File: src/rtl/cla_pkg.sv
// rtl/cla_pkg.sv - shared constants and helpers for the pipelined CLA add/subtract unit
package cla_pkg;

    localparam int GROUP_W = 4;

    localparam logic MODE_ADD = 1'b0;
    localparam logic MODE_SUB = 1'b1;

    function automatic int ngroups(input int width);
        return width / GROUP_W;
    endfunction

endpackage

File: src/rtl/cla_group4.sv
// rtl/cla_group4.sv - combinational 4-bit carry-lookahead group
module cla_group4
    import cla_pkg::*;
(
    input  logic [GROUP_W-1:0] a,
    input  logic [GROUP_W-1:0] b,
    input  logic               ci,
    output logic [GROUP_W-1:0] s,
    output logic               co,
    output logic               c3,
    output logic               g,
    output logic               p
);

    logic [GROUP_W-1:0] gen;
    logic [GROUP_W-1:0] prop;
    logic               c1;
    logic               c2;

    always_comb begin
        gen  = a & b;
        prop = a ^ b;
        c1   = gen[0] | (prop[0] & ci);
        c2   = gen[1] | (prop[1] & gen[0]) | (prop[1] & prop[0] & ci);
        c3   = gen[2] | (prop[2] & gen[1]) | (prop[2] & prop[1] & gen[0])
             | (prop[2] & prop[1] & prop[0] & ci);
        g    = gen[3] | (prop[3] & gen[2]) | (prop[3] & prop[2] & gen[1])
             | (prop[3] & prop[2] & prop[1] & gen[0]);
        p    = &prop;
        co   = g | (p & ci);
        s    = prop ^ {c3, c2, c1, ci};
    end

endmodule

File: src/rtl/cla_addsub_pipe.sv
// rtl/cla_addsub_pipe.sv - pipelined add/subtract, one 4-bit lookahead group per register stage
module cla_addsub_pipe
    import cla_pkg::*;
#(
    parameter int WIDTH = 16
)
(
    input  logic             clk,
    input  logic             rst,
    input  logic             in_valid,
    output logic             in_ready,
    input  logic [WIDTH-1:0] in1,
    input  logic [WIDTH-1:0] in2,
    input  logic             as,
    input  logic             cin,
    output logic             out_valid,
    input  logic             out_ready,
    output logic [WIDTH-1:0] out,
    output logic             cout,
    output logic             ovf,
    output logic             zero
);

    localparam int NGROUPS = ngroups(WIDTH);
    localparam int LAST    = NGROUPS - 1;

    logic [NGROUPS-1:0] vld_q, vld_d;
    logic [NGROUPS-1:0] carry_q, carry_d;
    logic               ovf_q, ovf_d;
    logic [WIDTH-1:0]   a_q   [NGROUPS];
    logic [WIDTH-1:0]   a_d   [NGROUPS];
    logic [WIDTH-1:0]   b_q   [NGROUPS];
    logic [WIDTH-1:0]   b_d   [NGROUPS];
    logic [WIDTH-1:0]   res_q [NGROUPS];
    logic [WIDTH-1:0]   res_d [NGROUPS];

    // Stage k inputs: the external operands for stage 0, otherwise stage k-1's registers
    logic [NGROUPS-1:0] st_v;
    logic [NGROUPS-1:0] st_c;
    logic [WIDTH-1:0]   st_a [NGROUPS];
    logic [WIDTH-1:0]   st_b [NGROUPS];
    logic [WIDTH-1:0]   st_r [NGROUPS];

    logic [GROUP_W-1:0] grp_s [NGROUPS];
    logic [NGROUPS-1:0] grp_co;
    logic [NGROUPS-1:0] grp_c3;
    logic [NGROUPS-1:0] grp_g;
    logic [NGROUPS-1:0] grp_p;
    logic               unused_gp;
    logic               advance;

    assign advance   = !vld_q[LAST] || out_ready;
    assign unused_gp = ^{grp_g, grp_p};

    always_comb begin
        st_v    = '0;
        st_c    = '0;
        st_v[0] = in_valid;
        st_c[0] = (as == MODE_ADD) ? cin : ~cin;
        st_a[0] = in1;
        st_b[0] = in2 ^ {WIDTH{as == MODE_SUB}};
        st_r[0] = '0;
        for (int k = 1; k < NGROUPS; k++) begin
            st_v[k] = vld_q[k-1];
            st_c[k] = carry_q[k-1];
            st_a[k] = a_q[k-1];
            st_b[k] = b_q[k-1];
            st_r[k] = res_q[k-1];
        end
    end

    for (genvar k = 0; k < NGROUPS; k++) begin : g_grp
        cla_group4 u_grp (
            .a  (st_a[k][GROUP_W*k +: GROUP_W]),
            .b  (st_b[k][GROUP_W*k +: GROUP_W]),
            .ci (st_c[k]),
            .s  (grp_s[k]),
            .co (grp_co[k]),
            .c3 (grp_c3[k]),
            .g  (grp_g[k]),
            .p  (grp_p[k])
        );
    end

    // Every stage, empty or not, moves only when the output side can advance
    always_comb begin
        vld_d   = vld_q;
        carry_d = carry_q;
        ovf_d   = ovf_q;
        for (int k = 0; k < NGROUPS; k++) begin
            a_d[k]   = a_q[k];
            b_d[k]   = b_q[k];
            res_d[k] = res_q[k];
        end
        if (advance) begin
            vld_d   = st_v;
            carry_d = grp_co;
            ovf_d   = grp_c3[LAST] ^ grp_co[LAST];
            for (int k = 0; k < NGROUPS; k++) begin
                a_d[k]   = st_a[k];
                b_d[k]   = st_b[k];
                res_d[k] = st_r[k];
                res_d[k][GROUP_W*k +: GROUP_W] = grp_s[k];
            end
        end
    end

    always_ff @(posedge clk) begin
        if (rst) begin
            vld_q   <= '0;
            carry_q <= '0;
            ovf_q   <= 1'b0;
            for (int k = 0; k < NGROUPS; k++) begin
                a_q[k]   <= '0;
                b_q[k]   <= '0;
                res_q[k] <= '0;
            end
        end else begin
            vld_q   <= vld_d;
            carry_q <= carry_d;
            ovf_q   <= ovf_d;
            for (int k = 0; k < NGROUPS; k++) begin
                a_q[k]   <= a_d[k];
                b_q[k]   <= b_d[k];
                res_q[k] <= res_d[k];
            end
        end
    end

    assign in_ready  = advance;
    assign out_valid = vld_q[LAST];
    assign out       = res_q[LAST];
    assign cout      = carry_q[LAST];
    assign ovf       = ovf_q;
    assign zero      = vld_q[LAST] && (res_q[LAST] == '0);

endmodule

File: config.mk
export PLATFORM = sky130hd
export DESIGN_NAME = cla_addsub_pipe
export DESIGN_NICKNAME = d
export VERILOG_FILES = /design/src/rtl/cla_pkg.sv /design/src/rtl/cla_group4.sv /design/src/rtl/cla_addsub_pipe.sv
export SDC_FILE = /design/constraint.sdc
export NUM_CORES = 1
export LEC_CHECK = 0
export BUFFER_PORTS_ARGS = -buffer_cell sky130_fd_sc_hd__clkbuf_2
export CAP_MARGIN = 30
export CORE_MARGIN = 3
export CORE_UTILIZATION = 46
export DETAILED_ROUTE_END_ITERATION = 16
export PLACE_DENSITY = 0.63
export SYNTH_ARGS = -nofsm -noshare
export SYNTH_HDL_FRONTEND = slang
export SYNTH_SLANG_ARGS = --single-unit
File: constraint.sdc
create_clock -name clk -period 5.7 [get_ports clk]
set_input_delay 0.285 -clock clk [delete_from_list [all_inputs] [get_ports clk]]
set_output_delay 0.285 -clock clk [all_outputs]
set_load 0.005 [all_outputs]
=== Word-level counts from Yosys, hierarchy flattened ===
Memory sizes are Yosys's and may differ from the RTL's.
Index checks and enable logic that the tools add are counted.
W data, S select, Z words.

* Equality and inequality tests: 1
* Bitwise gates (word level): 127
* Mux-type cells: 19
* Reduce and logical (&&, ||, !) cells: 9

{| class="wikitable"
|+ Operators by type and width
! kind !! number
|-
| $mux W16 || 12
|-
| $mux W64 || 3
|-
| $and A1 B1 Y1 || 60
|-
| $or A1 B1 Y1 || 52
|-
| $xor A4 B4 Y4 || 8
|-
| $and A4 B4 Y4 || 4
|-
| $logic_not A16 Y1 || 1
|-
| $reduce_and A4 Y1 || 4
|-
| $xor A16 B16 Y16 || 1
|-
| $mux W1 || 4
|-
| $reduce_and A2 Y1 || 1
|-
| $logic_and A1 B1 Y1 || 1
|-
| $logic_not A1 Y1 || 1
|-
| $logic_or A1 B1 Y1 || 1
|-
| $ne A1 B1 Y1 const B || 1
|-
| $not A1 Y1 || 1
|-
| $xor A1 B1 Y1 || 1
|}

* Register bits: 9
* Bits of input ports: 38
* Word-level logic and storage cells: 162
* RAM bits: 192
* Memories: 3

{| class="wikitable"
|+ Memories
! name !! depth !! bits a word !! rd ports !! clocked after Yosys merged registers in !! write ports !! line !! source
|-
| a_q || 4 || 16 || 3 || 0 || 4 || cla_addsub_pipe.sv:30 || <nowiki>logic [WIDTH-1:0] a_q [NGROUPS];</nowiki>
|-
| b_q || 4 || 16 || 3 || 0 || 4 || cla_addsub_pipe.sv:32 || <nowiki>logic [WIDTH-1:0] b_q [NGROUPS];</nowiki>
|-
| res_q || 4 || 16 || 4 || 0 || 4 || cla_addsub_pipe.sv:34 || <nowiki>logic [WIDTH-1:0] res_q [NGROUPS];</nowiki>
|}

=== Longest topological paths before layout ===
Gate-level depths: netlist of the first run.

* Word-level depth: 9
* Gate-level depth with buffers: 8

=== Cells and area by module ===
Synthesis of the first run repeated with hierarchy kept, for this count alone.

* Cells, all modules: 526
* Area total of the unflattened synthesis: 4421.7 sq um

{| class="wikitable"
|+ Modules (own cells, without submodules)
! module !! area each (sq um) !! instances !! seq. area each (sq um) !! cells each
|-
| cla_addsub_pipe || 3736.1 || 1 || 1941.9 || 450
|-
| cla_group4 (g_grp[1].u_grp ...) || 167.7 || 3 || 0.0 || 18
|-
| cla_group4 (g_grp[0].u_grp) || 182.7 || 1 || 0.0 || 22
|}

=== Least setup slack after synthesis of the first run ===
OpenSTA, ideal clock, no wires.

* Path kind: input port to flip-flop
* From: input as
* To: memory res_q[0][3]
* Arrival: 2.054 ns
* Stages: 8
* Setup slack: 3.528 ns
* Data required time: 5.583 ns
* Setup time: 0.117 ns
* Cells stage by stage: buf_6 buf_2 xor2_1 ha_1 and3_1 a22o_1 or3_1 a32o_1

{| class="wikitable"
|+ RTL lines
! item !! line !! source
|-
| from (decl) || cla_addsub_pipe.sv:14 || <nowiki>input logic as,</nowiki>
|-
| to (decl) || cla_addsub_pipe.sv:34 ||
|}

==> qor.yml, run 1 <==
status: "complete, no violations"
placement.io_buffers: 58
clock_skew_ns: 0.00876
final_std_cells_w_o_fill: 633
antenna_found_initial: 0
syn-cell-area_um2: 4060
wire_per_inst_um: 12.6
maximum_number_of_pins_on_one_net_before_global_route_repair: 86
drc: 0
worst_slew_margin_rel_pct: 44.4
globalplace.congestion: 0.739
synthCells: 485
worst-setup-path-type: "flop to flop"
grt_setup_unrepaired: "no"
yosys_register_bits: 97
layout.nets: 581
vias: 3235
clk_transition_reported_paths_ns: 0.09
synth.net_count: 543
area_growth_syn_to_layout_pct: 13.7
routed_wirelength_um: 7980
dpl.hpwl_um: 5210
detail_route.iter0.violations: 182
number_of_global_route_vias_before_repair: 2774
arrival_time_at_the_worst_endpoint_ns: 3.19
dieArea_um2: 9980
worstPathMaxFanout: 85
antenna_left: 0
setup.worst_path.end_class: "flop"
global_route_wire_length_before_repair_um: 13300
chipHeight_um: 99.9
grtUsageTotal_pct: 16.3
fraction_of_final_layout_cells_sized_beyond_drive_strength_1_pct: 15.0
min_period_ns: 2.96
clockBufferDepth: 2
yosys_warnings: 0
synth.top_cell.area_share_pct: 47.9
cts_setup_buffers: 0
synth_area_per_cell_um2: 8.37
vias_per_cell: 5.11
setup-violations-final: 0
clk-insertion-delay-late_ns: 0.35
cp.required_ns: 5.93
postSynth.asyncResetShare_pct: 0
global_route.overflow_total: 0
cts_tree: "built"
synth.lib_cells_used.distinct: 37
crit_top_cell: "buf_4"
ant_diodes: 0
cts_hold_buf: 0
synth-main-ff-cell: "dfxtp_1"
cp_peak_stage_delay_ns: 0.75
start_kind: "flop"
filler_cell_count: 824
power_per_cell_area_nw_per_um2: 308
critical-path-top-delay-family: "buffers and inverters"
buffers_and_inverters_on_the_worst_path: 3
max_clock_freq_ghz: 0.338
post_synth_main_area_contributors: "dfxtp_1 (48%), nand2_1 (13%), a21oi_1 (8.5%)"
yosysSeqAreaShare_pct: 47.9
maxSlewViolCount: 0
leakage_nw: 1.93
post_synth_edffs: 0
worst_path_max_delay_cell: "clkinv_2"
yosysTopAreaCell: "dfxtp_1"
io-pin-count: 59
count_of_clock_tree_sinks: 97
fp.coreArea_um2: 8380
floorplan.initialDensity_pct: 48.4
die-width_um: 99.9
pre_antenna_drt_iters: 4
vdd.ir_drop.worst_uv: 137
cts_resized: 0
timing.max_cap.violations: 0
report.final.hold_viol_count: 0
path_cells: "nor2b_4 -> buf_4 -> clkinv_2 -> buf_4 -> nand3b_1 -> or3_1 -> nand3_1"
setup-tns-final_ns: 0
cts_root_buffer: "clkbuf_8"
cts-htree-levels: 3
post-place-cells: 617
period_share_pct: 52.0
worst-slew-pin-transition_ns: 0.834
number_of_cts_inserted_buffers: 9
core.rowCount: 33
timing.hold.worst.class: "input port to flop"
==> layout by cell type, fill, tap and decap left out, drive strengths merged, types with 4 or more instances in the layout <==
master / synthesis / layout
nand2: 137 / 137
dfxtp: 97 / 97
a21oi: 69 / 69
clkbuf: 25 / 68
nor2: 31 / 31
a211oi: 26 / 26
xnor2: 16 / 16
ha: 16 / 16
o21ai: 10 / 10
or3: 5 / 5
nand3b: 5 / 5
xor2: 5 / 5
a21o: 4 / 4
nor3: 4 / 4
fa: 4 / 4
buf: 9 / 4
==> state kept, by name, indices dropped and copies added (netlist names) <==
name and cells:
res_q 40, a_q 24, vld_q 4, carry_q 4, b_q 24, ovf 1
==> cell families after synthesis <==
logic type	Yosys count	share of synthesized area, %
AO/OA/AOI/OAI	116	16.8
XOR/XNOR	21	4.72
adder cells (fa/ha/maj)	20	6.91
buffers and inverters	35	3.58
flip-flops	97	47.9
multiplexers	2	0.493
AND/OR/NAND/NOR	194	19.7
==> metrics by stage <==
stage | utilization, % | setup WS, ns | power (mW) | cell area (µm²) | hold slack (ns)
after global routing | 55.0 | 2.49 | 1.49 | 4610 | 0.154
final | 55.0 | 2.74 | 1.42 | 4610 | 0.144
after global placement | 52.1 | 2.79 | 0.903 | 4370 | 0.438
after floorplan | - | 3.53 | 0.862 | 4060 | 0.425
after detailed placement | 52.1 | 2.74 | 0.907 | 4370 | 0.444
after CTS | 55.0 | 2.76 | 1.44 | 4610 | 0.127
==> final timing paths <==
| check | startpoint | to | slack (ns) | cells after the start |
|---|---|---|---|---|
| max | vld_q[3] | res_q[2][11] | 2.74 | 7 |
| max reg2reg | vld_q[3] | res_q[2][11] | 2.74 | 7 |
| min | in1[14] | a_q[0][14] | 0.14 | 3 |
| min reg2reg | a_q[0][31] | a_q[0][31] | 0.46 | 2 |
==> power by group <==
part | total [mW] | switching, mW | internal [mW]
Sequential | 0.750 | 0.0276 | 0.722
Clock | 0.528 | 0.225 | 0.303
Combinational | 0.142 | 0.0734 | 0.0685
==> routing by layer <==
layer | global-route usage [%] | wire, µm
met2 | 23.3 | 3290
met3 | 2.57 | 445
met1 | 24.4 | 4120
met5 | 0 | 0
met4 | 6.62 | 125
==> area by class of cell <==
cell class / count / area, µm² / area share, %
Multi-Input combinational cell: 353 / 1980 / 42.9
Sequential cell: 97 / 1940 / 42.1
Timing Repair Buffer: 61 / 313 / 6.78
Clock buffer: 11 / 141 / 3.06
Tap cell: 105 / 131 / 2.85
Clock inverter: 5 / 103 / 2.22
Inverter: 1 / 5.00 / 0.108
==> synthesized netlist by cell type (2+ instances only) <==
| cell | number |
|---|---|
| fa_1 | 4 |
| nand3_1 | 2 |
| dfxtp_1 | 97 |
| a211oi_1 | 26 |
| a21o_1 | 4 |
| mux2i_1 | 2 |
| or3_1 | 5 |
| nand3b_1 | 5 |
| buf_1 | 3 |
| clkbuf_1 | 25 |
| nor4_1 | 3 |
| nor2_1 | 31 |
| nor4b_1 | 2 |
| a21oi_1 | 69 |
| xnor2_1 | 16 |
| xor2_1 | 4 |
| nor3_1 | 4 |
| nand2_1 | 137 |
| buf_2 | 5 |
| o21ai_0 | 9 |
| ha_1 | 16 |
==> tightest hold or removal path: stages <==
cell and delay (ns):
clkbuf_2 0.08, nand2_1 0.04, a21oi_1 0.05
(Power assumes the default switching activity.)
==> inputs of run 2 (changes only) <==
--- a/config.mk
+++ b/config.mk
@@ -10,7 +10,7 @@
 export CORE_MARGIN = 3
 export CORE_UTILIZATION = 46
 export DETAILED_ROUTE_END_ITERATION = 16
-export PLACE_DENSITY = 0.63
+export PLACE_DENSITY = 0.66
 export SYNTH_ARGS = -nofsm -noshare
 export SYNTH_HDL_FRONTEND = slang
 export SYNTH_SLANG_ARGS = --single-unit
==> constraint.sdc (replaced) <==
create_clock -name clk -period 2.4 [get_ports clk]
set_input_delay 0.12 -clock clk [delete_from_list [all_inputs] [get_ports clk]]
set_output_delay 0.12 -clock clk [all_outputs]
set_load 0.005 [all_outputs]
==> run 2 against run 1 <==
- sequential share of layout area fell by 1.3 points
- utilization is 1.7 points higher
- first-iteration DRC count down 16%
- worst setup slack worse by 2.3 ns
- sequential cell count did not move
- register-to-register slack got worse by 2.0 ns
- combinational power rose to 2.6 times the previous value
- worst hold slack lost 0.10 ns
- via count grew 0.62%
- non-clock buffer count is 17 higher
- largest power group unchanged
==> qor.yml, run 2 (synthesis results as in run 1) <==
core.rowCount: 33
report.final.hold_viol_count: 0
setup-tns-final_ns: 0
clockBufferDepth: 2
comb_power_share_pct: 11.6
reg2reg_slack_ns: 0.69
status: "complete, no violations"
cts_setup_buffers: 0
power_per_cell_area_nw_per_um2: 661
worst-setup-path-type: "flop to output pin"
layout_top_registers: "res_q: 40 flops, a_q: 24 flops, b_q: 24 flops"
max_reg_flops: 40
area_growth_syn_to_layout_pct: 17.2
dpl.hpwl_um: 5450
vias_per_cell: 5.01
post_dp_cell_area_um2: 4440
power.internal_mw: 2.32
start_kind: "flop"
vias: 3255
worst-slew-pin-transition_ns: 0.518
pre_antenna_drt_iters: 4
worst_path_max_delay_cell: "buf_4"
clk-insertion-delay-late_ns: 0.36
detail_route.iter0.violations: 152
clock_skew_ns: 0.0107
die-width_um: 99.9
fin_area_um2: 4750
io-pin-count: 59
number_of_global_route_vias_before_repair: 2859
worst_slew_margin_rel_pct: 65.4
cp.required_ns: 2.28
cts_tree: "built"
cts_root_buffer: "clkbuf_8"
max_clock_freq_ghz: 0.514
wire_per_inst_um: 12.6
drc: 0
count_of_clock_tree_sinks: 97
arrival_time_at_the_worst_endpoint_ns: 1.83
top_register: "res_q"
cp_peak_stage_delay_ns: 0.40
reg2regPathDepth: 5
setup.worst_path.end_class: "output pin"
ant_diodes: 0
path_cells: "nor2b_4 -> clkinv_2 -> buf_4 -> clkbuf_2"
rr_startpoint: "b_q[0][44]"
globalplace.congestion: 0.757
antenna_left: 0
setup-violations-final: 0
timing.max_cap.violations: 0
grtUsageTotal_pct: 17.0
vdd.ir_drop.worst_uv: 358
cts_resized: 0
placement.io_buffers: 58
final_cell_mix: "nand2_1 (137), dfxtp_1 (97), a21oi_1 (69), clkbuf_2 (57), nor2_1 (31)"
antenna_found_initial: 0
power_frac_clock_pct: 31.7
maxSlewViolCount: 0
hold_path_startpoint: "in2[14]"
global_route.overflow_total: 0
min_period_ns: 1.95
chipHeight_um: 99.9
clk_transition_reported_paths_ns: 0.10
maximum_number_of_pins_on_one_net_before_global_route_repair: 85
fraction_of_final_layout_cells_sized_beyond_drive_strength_1_pct: 15.4
layout.nets: 598
worstPathMaxFanout: 41
timing.hold.worst.class: "input port to flop"
number_of_cts_inserted_buffers: 9
mostFrequentLayoutCell: "nand2_1"
netSwitchingFraction_pct: 26.2
leakage_nw: 1.99
min_to: "b_q[0][14]"
global_route_wire_length_before_repair_um: 13800
seqPwrFrac_pct: 56.7
period_share_pct: 81.1
power_switching_mw: 0.824
fp.coreArea_um2: 8380
grt_setup_unrepaired: "no"
hold_path_depth: 3
cts-htree-levels: 3
routed_wirelength_um: 8200
timing.rr.end: "carry_q[3]"
floorplan.initialDensity_pct: 48.4
dieArea_um2: 9980
[run 2: cell count changes in the layout (fill, tap and decap cells not counted), sizes merged]
cell	delta
inv	+3
clkbuf	-1
buf	+4
clkinv	+1
bufinv	-3
dlygate4sd3	+13
[run 2: power groups by stage]
stage	Sequential, mW	Combinational [mW]	Clock, mW
finish	1.78	0.365	0.997
CTS	1.78	0.367	1.03
floorplan	1.80	0.246	0
global placement	1.81	0.337	0
global route	1.79	0.415	1.11
detailed placement	1.82	0.349	0
[run 2: final cells by class]
type                            instances  area, µm²
Clock buffer                           10        138
Clock inverter                          6       50.0
Fill cell                             819       3630
Inverter                                1       5.00
Multi-Input combinational cell        353       1980
Sequential cell                        97       1940
Tap cell                              105        131
Timing Repair Buffer                   78        510
[run 2: timing repair]
item	4_1_cts	5_1_grt
hold endpoints to repair	13	0
hold buffers	13	0
endpoints found under the setup margin	0	0
[run 2: worst max-delay path, delay by kind of cell (launching register included)]
kind	cells	cell delay (ns)
buffers and inverters	3	0.90
DFF	1	0.37
and+or+nand+nor	1	0.20
[run 2: how the worst max path moves through the flow]
stage	start	end	slack (ns)	depth (start not counted)
6_report	vld_q[3]	in_ready	0.45	4
5_1_grt	vld_q[3]	in_ready	0.33	4
4_1_cts	vld_q[3]	in_ready	0.42	4
3_5_place_dp	as	res_q[0][3]	0.47	7
3_3_place_gp	as	res_q[0][3]	0.55	7
2_1_floorplan	as	res_q[0][3]	0.39	8
[run 2: layer usage]
layer,wire length [µm],GRT usage (%),vias to the layer above
li1,-,-,1750
met1,4120,24.7,1436
met2,3610,24.5,62
met3,355,3.68,7
met4,117,6.51,0
met5,0,0,-
[run 2: metrics by stage]
stage	total power [mW]	std cells	setup slack [ns]	utilization (%)	hold slack, ns
after floorplan	2.05	485	0.393	-	0.260
after global placement	2.15	621	0.554	52.9	0.349
after detailed placement	2.17	621	0.467	52.9	0.354
after CTS	3.18	650	0.422	56.7	0.0310
after global routing	3.31	650	0.334	56.7	0.0390
final	3.14	650	0.453	56.7	0.0420
==> inputs of run 3 (changes only) <==
==> constraint.sdc (replaced) <==
create_clock -name clk -period 1.7 [get_ports clk]
set_input_delay 0.085 -clock clk [delete_from_list [all_inputs] [get_ports clk]]
set_output_delay 0.085 -clock clk [all_outputs]
set_load 0.005 [all_outputs]
==> run 3 against run 2 <==
- clock skew fell by 0.0025 ns
- worst setup slack got worse by 0.34 ns
- register-to-register slack got worse by 0.55 ns
==> qor.yml, run 3 (synthesis results as in run 1) <==
timing.max_cap.violations: 0
mostFrequentLayoutCell: "nand2_1"
dp_slack_ns: -0.136
core.rowCount: 33
worst_path_max_delay_cell: "dfxtp_1"
grt_setup_unrepaired: "yes"
report.final.hold_viol_count: 0
clockBufferDepth: 2
min_period_ns: 1.59
maximum_number_of_pins_on_one_net_before_global_route_repair: 92
max_reg_flops: 40
fin_total_pwr_mw: 4.64
fp.coreArea_um2: 8380
number_of_cts_inserted_buffers: 9
routed_wirelength_um: 8420
count_of_clock_tree_sinks: 97
cts_root_buffer: "clkbuf_8"
layout.nets: 607
setup-violations-final: 0
dpl.hpwl_um: 5770
power_per_cell_area_nw_per_um2: 953
start_kind: "flop"
timing.hold.worst.class: "input port to flop"
cp_peak_stage_delay_ns: 0.34
final_cell_mix: "nand2_1 (137), dfxtp_1 (96), a21oi_1 (69), clkbuf_2 (57), nor2_1 (31)"
number_of_global_route_vias_before_repair: 3053
area_growth_syn_to_layout_pct: 19.9
worst-setup-path-type: "flop to output pin"
wire_per_inst_um: 12.8
die-width_um: 99.9
max_clock_freq_ghz: 0.630
vdd.ir_drop.worst_uv: 530
period_share_pct: 93.3
worst-slew-pin-transition_ns: 0.490
path_cells: "nor4b_2 -> nand4_1 -> nor4_2 -> clkbuf_2"
top_register: "res_q"
global_route_wire_length_before_repair_um: 14100
filler_cell_count: 815
worst_slew_margin_rel_pct: 67.3
arrival_time_at_the_worst_endpoint_ns: 1.50
setup.worst_path.end_class: "output pin"
clk-insertion-delay-late_ns: 0.35
cts_tree: "built"
cts-htree-levels: 3
maxSlewViolCount: 0
drc: 0
finalWorstSetupSlack_ns: 0.114
worstPathMaxFanout: 3
fraction_of_final_layout_cells_sized_beyond_drive_strength_1_pct: 17.7
globalplace.congestion: 0.728
ff_latch_area_um2: 1940
io-pin-count: 59
clock_skew_ns: 0.00826
antenna_left: 0
status: "complete, no violations"
pre_antenna_drt_iters: 4
ant_diodes: 0
post_dp_cell_area_um2: 4490
cp.required_ns: 1.62
vias_per_cell: 5.04
antenna_found_initial: 0
clk_transition_reported_paths_ns: 0.09
floorplan.initialDensity_pct: 48.4
chipHeight_um: 99.9
fin_area_um2: 4870
leakage_nw: 2.05
detail_route.iter0.violations: 146
global_route.overflow_total: 0
layout_top_registers: "res_q: 40 flops, a_q: 24 flops, b_q: 24 flops"
placement.io_buffers: 58
vias: 3318
grtUsageTotal_pct: 17.5
dieArea_um2: 9980
multi_input_area_um2: 2010
## run 3: power breakdown
group | leakage [nW] | internal (mW) | switching [mW]
clock | 0.102 | 0.822 | 0.762
sequential | 0.798 | 2.42 | 0.0936
combinational | 1.15 | 0.279 | 0.261
total | 2.05 | 3.52 | 1.12
## run 3: per-layer routing
metal	vias up	GRT usage [%]	share of wire, %	routed length, µm
met5	-	0	0	0
met4	0	6.30	1.2	99
met3	10	4.03	4.1	343
met2	60	27.0	45	3790
met1	1481	23.9	50	4180
li1	1767	-	-	-
## run 3: final cells by class
class,instances,area share [%]
tap,105,2.70
clock inverter,5,1.67
timing repair buffer,87,11.6
multi-input combinational,353,41.3
clock buffer,10,2.62
inverter,1,0.103
sequential,97,39.9
## run 3: critical path: cells and delay by family (launching register included)
| family | cells | cell delay (ns) |
|---|---|---|
| and+or+nand+nor | 3 | 0.66 |
| DFF | 1 | 0.34 |
| buffers and inverters | 1 | 0.15 |
## run 3: timing repair
action                     in CTS  in global routing
buffers inserted                0                  0
hold endpoints to repair       13                  0
hold buffers                   13                  0
gates resized for setup         1                  6
setup endpoints to repair       1                  5
pin swaps                       1                  1
## run 3: worst paths after layout
| path | start | to | slack, ns | cells past startpoint |
|---|---|---|---|---|
| worst min-delay path | in2[4] | b_q[0][4] | 0.02 | 3 |
| worst max register to register | a_q[0][44] | res_q[3][15] | 0.14 | 5 |
| worst min register to register | res_q[2][2] | res_q[2][2] | 0.45 | 2 |
| worst max-delay path | res_q[3][3] | zero | 0.11 | 4 |
## run 3: stage by stage
step | hold slack [ns] | setup TNS [ns] | instances | utilization, %
after global placement | 0.313 | -0.0729 | 630 | 53.6
after detailed placement | 0.321 | -0.160 | 630 | 53.6
after CTS | 0.00209 | 0 | 658 | 57.7
after global routing | 0.0167 | -0.0676 | 658 | 58.1
final | 0.0175 | 0 | 658 | 58.1
after floorplan | 0.225 | -0.201 | 485 | -
